$ cat config.mk
export PLATFORM = sky130hd
export DESIGN_NAME = muldiv_ctrl
export DESIGN_NICKNAME = d
export VERILOG_FILES = /design/src/rtl/muldiv_ctrl.sv
export SDC_FILE = /design/constraint.sdc
export NUM_CORES = 1
export LEC_CHECK = 0
export CAP_MARGIN = 0
export CORE_ASPECT_RATIO = 1.75
export CORE_UTILIZATION = 45
export CTS_CLUSTER_DIAMETER = 30
export CTS_CLUSTER_SIZE = 40
export DETAILED_ROUTE_END_ITERATION = 16
export PLACE_DENSITY_LB_ADDON = 0.05
export SYNTH_ARGS = -nofsm -noshare
export SYNTH_HDL_FRONTEND = slang
export SYNTH_SLANG_ARGS = --single-unit
$ cat constraint.sdc
create_clock -name clk -period 2.95 [get_ports clk]
set_input_delay 0.59 -clock clk [delete_from_list [all_inputs] [get_ports clk]]
set_output_delay 0.59 -clock clk [all_outputs]
set_load 0.02 [all_outputs]
$ cat src/rtl/muldiv_ctrl.sv
// Signed/unsigned RV32M front end for an unsigned multu/divu engine: decodes funct3,
// forms operand magnitudes, runs one engine op, then fixes signs and selects the result.
module muldiv_ctrl #(
    parameter int XLEN = 32
) (
    input  logic            clk,
    input  logic            rst,
    input  logic            req_valid,
    input  logic [2:0]      req_funct3,
    input  logic [XLEN-1:0] req_rs1,
    input  logic [XLEN-1:0] req_rs2,
    output logic            stall,
    output logic            resp_valid,
    output logic [XLEN-1:0] resp_data,
    output logic            md_valid,
    output logic            md_mode,
    output logic [XLEN-1:0] md_in_A,
    output logic [XLEN-1:0] md_in_B,
    input  logic            md_ready,
    input  logic [63:0]     md_out
);

    typedef enum logic [1:0] {
        IDLE  = 2'd0,
        ISSUE = 2'd1,
        WAIT  = 2'd2,
        DONE  = 2'd3
    } state_t;

    state_t          r_state;
    logic [2:0]      r_funct3;
    logic            r_sa;
    logic            r_sb;
    logic [XLEN-1:0] r_md_in_a;
    logic [XLEN-1:0] r_md_in_b;
    logic            r_md_mode;
    logic            r_md_valid;
    logic            r_resp_valid;
    logic [XLEN-1:0] r_resp_data;

    logic            w_a_signed;
    logic            w_b_signed;
    logic            w_div_zero;
    logic            w_overflow;
    logic [XLEN-1:0] w_special_res;
    logic [63:0]     w_prod;
    logic [XLEN-1:0] w_result;

    function automatic logic [31:0] neg32(input logic [31:0] x);
        return ~x + 32'd1;
    endfunction

    // |0x80000000| wraps back to 0x80000000, which the unsigned engine reads correctly
    function automatic logic [31:0] mag32(input logic [31:0] x, input logic sgn);
        return (sgn && x[31]) ? neg32(x) : x;
    endfunction

    // Accept-time decode: operand signedness and engine-free special cases
    always_comb begin
        w_a_signed    = 1'b0;
        w_b_signed    = 1'b0;
        w_special_res = 32'h0000_0000;
        case (req_funct3)
            3'b001:         begin w_a_signed = 1'b1; w_b_signed = 1'b1; end
            3'b010:         begin w_a_signed = 1'b1; w_b_signed = 1'b0; end
            3'b100, 3'b110: begin w_a_signed = 1'b1; w_b_signed = 1'b1; end
            default:        begin w_a_signed = 1'b0; w_b_signed = 1'b0; end
        endcase
        w_div_zero = req_funct3[2] && (req_rs2 == 32'h0000_0000);
        w_overflow = req_funct3[2] && !req_funct3[0] &&
                     (req_rs1 == 32'h8000_0000) && (req_rs2 == 32'hFFFF_FFFF);
        if (w_div_zero) begin
            w_special_res = req_funct3[1] ? req_rs1 : 32'hFFFF_FFFF;
        end else if (w_overflow) begin
            w_special_res = req_funct3[1] ? 32'h0000_0000 : 32'h8000_0000;
        end else begin
            w_special_res = 32'h0000_0000;
        end
    end

    // Sign fix-up and result selection from the engine output
    always_comb begin
        w_prod   = (r_sa ^ r_sb) ? (~md_out + 64'd1) : md_out;
        w_result = 32'h0000_0000;
        if (!r_funct3[2]) begin
            w_result = (r_funct3[1:0] == 2'b00) ? w_prod[31:0] : w_prod[63:32];
        end else if (r_funct3[1]) begin
            w_result = r_sa ? neg32(md_out[63:32]) : md_out[63:32];
        end else begin
            w_result = (r_sa ^ r_sb) ? neg32(md_out[31:0]) : md_out[31:0];
        end
    end

    // Control FSM with registered engine and response outputs
    always_ff @(posedge clk) begin
        if (rst) begin
            r_state      <= IDLE;
            r_funct3     <= 3'b000;
            r_sa         <= 1'b0;
            r_sb         <= 1'b0;
            r_md_in_a    <= 32'h0000_0000;
            r_md_in_b    <= 32'h0000_0000;
            r_md_mode    <= 1'b0;
            r_md_valid   <= 1'b0;
            r_resp_valid <= 1'b0;
            r_resp_data  <= 32'h0000_0000;
        end else begin
            r_md_valid   <= 1'b0;
            r_resp_valid <= 1'b0;
            case (r_state)
                IDLE: begin
                    if (req_valid) begin
                        r_funct3  <= req_funct3;
                        r_sa      <= w_a_signed & req_rs1[31];
                        r_sb      <= w_b_signed & req_rs2[31];
                        r_md_in_a <= mag32(req_rs1, w_a_signed);
                        r_md_in_b <= mag32(req_rs2, w_b_signed);
                        r_md_mode <= req_funct3[2];
                        if (w_div_zero || w_overflow) begin
                            r_resp_data  <= w_special_res;
                            r_resp_valid <= 1'b1;
                            r_state      <= DONE;
                        end else begin
                            r_md_valid <= 1'b1;
                            r_state    <= ISSUE;
                        end
                    end else begin
                        r_state <= IDLE;
                    end
                end
                ISSUE: begin
                    r_state <= WAIT;
                end
                WAIT: begin
                    if (md_ready) begin
                        r_resp_data  <= w_result;
                        r_resp_valid <= 1'b1;
                        r_state      <= DONE;
                    end else begin
                        r_state <= WAIT;
                    end
                end
                DONE: begin
                    r_state <= IDLE;
                end
                default: begin
                    r_state <= IDLE;
                end
            endcase
        end
    end

    assign stall      = ((r_state == IDLE) && req_valid) || (r_state == ISSUE) || (r_state == WAIT);
    assign resp_valid = r_resp_valid;
    assign resp_data  = r_resp_data;
    assign md_valid   = r_md_valid;
    assign md_mode    = r_md_mode;
    assign md_in_A    = r_md_in_a;
    assign md_in_B    = r_md_in_b;

endmodule

==> results.yml <==
synth:
  ys_warn_count: 0
  syn_area_per_cell_um2: 7.48
  synth_top_area_cell: "dfxtp_1"
  synth_edf_count: 0
  async_flop_share_pct: 0
  post_synth_inst_count: 1162
  syn-num-nets: 1305
  yosys-top-cells-area: "dfxtp_1 24%, xnor2_1 6.5%, nor2_1 6.0%"
  synth_top_cell_area_share_pct: 24.2
  yosysUniqueCellTypes: 73
  ys.flop_type: "dfxtp_1"
  synth_area_um2: 8690
  synth_seq_area_share_pct: 24.2
  ys_ff_latch: 105
finish:
  nFillCells: 1423
  final_cell_mix: "299 x buf_4, 207 x clkdlybuf4s50_1, 135 x nor2_1, 105 x dfxtp_1, 82 x a21oi_1"
  fin_area_um2: 14100
  syn_to_final_growth_pct: 62.0
  drive_gt1_share_pct: 27.1
  seq_area_um2: 2100
  final_common_cell: "buf_4"
  multiInputGateArea_um2: 6310
  num_antenna_cells: 0
  nNetsFinal: 1779
  fin_cells: 1879
power_and_ir_drop:
  power_density_nw_per_um2: 326
  peakVddDrop_uv: 449
  p_leak_nw: 5.33
  p_total_mw: 4.60
placed_design:
  dp.final_hpwl_mm: 32.8
  preCtsSetupSlack_ns: -0.629
  placed_cells_incl_taps: 1850
  io_buffers: 234
  gp_congestion: 1.10
  postPlaceCellArea_um2: 13400
grt:
  grt_pass1_vias: 11500
  grt_overflow: 0
  grt_util_all_layers_pct: 41.9
  grt_antenna_before_repair: 0
  grt_max_degree: 131
  grt_pass1_wl_mm: 62.2
sta:
  whs_ns: 0.458
  hold_viol_final: 0
  finClkSkew_ns: 0.0111
  setup_viol: 1
  rsz0062_at_grt: "yes"
  drv_slew: 0
  fin_ws_ns: -0.0184
  timing.final.crit_share_pct: 101
  max_slew_margin_pct: 13.6
  min_period_ns: 2.97
  fmax_ghz: 0.337
  worst_pin_slew_ns: 1.29
worst_setup_path:
  critical_path.cell_chain: "dlygate4sd2_1 > or4_4 > or4_4 > buf_6 > nor2_1 > buf_4 > a31oi_1 > xor2_1 > a211oi_1 > a211oi_1"
  startpoint_type: "input pin"
  critPathMaxFanout: 8
  r2r_cells: 6
  max_stage_delay_ns: 0.60
  path_class: "in2reg"
  end_kind: "flop"
  critical_path_required_ns: 3.19
  worstPathArrival_ns: 3.21
  regToRegSetupSlack_ns: 0.13
  slowest_stage: "or4_4"
floorplan:
  coreArea_um2: 18700
  die_h_um: 186
  io-pin-count: 235
  die_area_um2: 19900
  start_util_pct: 46.4
  die_x_um: 107
  fp-row-count: 66
routing:
  first_iter_violations: 1221
  viasPerCell: 6.30
  drc: 0
  vias: 11800
  wire_per_inst_um: 22.6
  ant_nets: 0
  firstDrtPassIters: 7
  drt-total-wl_mm: 42.4
run_status:
  outcome: "finished, violations left"
  violations: "negative setup slack"
clocking:
  path_clk_slew_ns: 0.08
  root_buffer: "clkbuf_16"
  clock_sinks: 105
  cts_buffers: 9
  cts.path.max_buffers: 2
  cts_tree: "done"
  cts_max_level: 3
  clk_latency_ns: 0.37
  ctsHoldBuffers: 0
job:
  maxCapViolCount: 0
hold_path:
  hold_path_class: "reg2reg"
  min_delay_path_depth: 2
sequential cells by signal, summed over array words and instances (netlist names):
signal / flops
r_funct3: 3
md_valid: 1
md_in_B: 32
r_sb: 1
r_state: 2
resp_data: 32
r_sa: 1
resp_valid: 1
md_in_A: 32
synth_stat cells, types with 4 or more instances:
| cell | instances |
|---|---|
| a221oi_1 | 11 |
| or2_2 | 5 |
| a21oi_1 | 82 |
| o21ai_0 | 66 |
| clkbuf_1 | 72 |
| and2_1 | 5 |
| ha_1 | 8 |
| and3_1 | 9 |
| dfxtp_1 | 105 |
| buf_1 | 6 |
| a311oi_2 | 12 |
| nor3b_1 | 5 |
| o41ai_1 | 10 |
| a31oi_1 | 19 |
| mux2i_1 | 5 |
| o221ai_1 | 6 |
| or4_1 | 17 |
| nand4_1 | 20 |
| a211oi_2 | 11 |
| o211ai_1 | 6 |
| nand2b_1 | 20 |
| a211oi_1 | 57 |
| nor2_2 | 11 |
| xnor2_1 | 65 |
| a311oi_1 | 12 |
| xor2_1 | 52 |
| nor4_1 | 29 |
| nand3_1 | 25 |
| o41ai_2 | 4 |
| o22ai_1 | 16 |
| buf_2 | 9 |
| nand2_1 | 74 |
| o2111ai_1 | 4 |
| inv_1 | 30 |
| nor3_1 | 37 |
| nor2_1 | 139 |
| o31ai_1 | 16 |
| o21a_1 | 4 |
| or3_1 | 21 |
where the power goes:
| part | internal (mW) | switching, mW |
|---|---|---|
| Combinational | 0.852 | 0.968 |
| Clock | 0.601 | 0.569 |
| Sequential | 1.53 | 0.0755 |
| Total | 2.98 | 1.61 |
worst max-delay path: cells and delay by family:
family / cells / cell delay [ns]
buffers and inverters: 3 / 0.58
AOI/OAI and AO/OA: 3 / 0.58
and+or+nand+nor: 3 / 1.28
xor gates and xnor gates: 1 / 0.17
timing repair:
action                     CTS  global route
setup endpoints to repair   39            35
pin swaps                   27            24
resized for setup           66            24
gates cloned                 3             0
setup buffers                8             2
layout make-up:
type | instances | area share (%)
clock inverter | 5 | 0.267
clock buffer | 11 | 1.72
tap | 238 | 2.11
multi-input combinational | 932 | 44.8
inverter | 31 | 0.844
sequential | 105 | 14.9
timing repair buffer | 557 | 35.4
final timing paths:
| check | start | to |
|---|---|---|
| setup / recovery | md_out[38] | resp_data[25]$_SDFFE_PP0P_ |
| hold / removal | md_in_A[0]$_SDFFE_PP0P_ | md_in_A[0]$_SDFFE_PP0P_ |
| setup reg to reg | r_state[0]$_SDFF_PP0_ | resp_data[25]$_SDFFE_PP0P_ |
| hold reg to reg | md_in_A[0]$_SDFFE_PP0P_ | md_in_A[0]$_SDFFE_PP0P_ |
logic make-up (layout without fill, tap and decap cells):
group / count (synthesis) / in the layout / share of synthesized area [%]
xor+xnor: 117 / 117 / 11.8
simple gates: 437 / 437 / 26.0
buf+inv: 125 / 604 / 6.10
flops: 105 / 105 / 24.2
compound gates: 364 / 364 / 30.1
fa+ha+maj: 8 / 8 / 1.15
mux: 6 / 6 / 0.705
stage by stage:
step | utilization, % | setup TNS, ns
global placement | 71.6 | -20.86
detailed placement | 71.6 | -25.69
floorplan | - | -0.0175
CTS | 74.6 | 0
global route | 75.1 | -0.0580
finish | 75.1 | -0.0184
layer usage:
layer	global-route usage [%]	vias to the layer above	wire length, um
met4	39.8	0	4250
met2	75.7	721	21700
met1	39.2	5574	13600
met3	7.14	255	2940
met5	0	-	0
li1	-	5284	-
(Power assumes the default switching activity.)
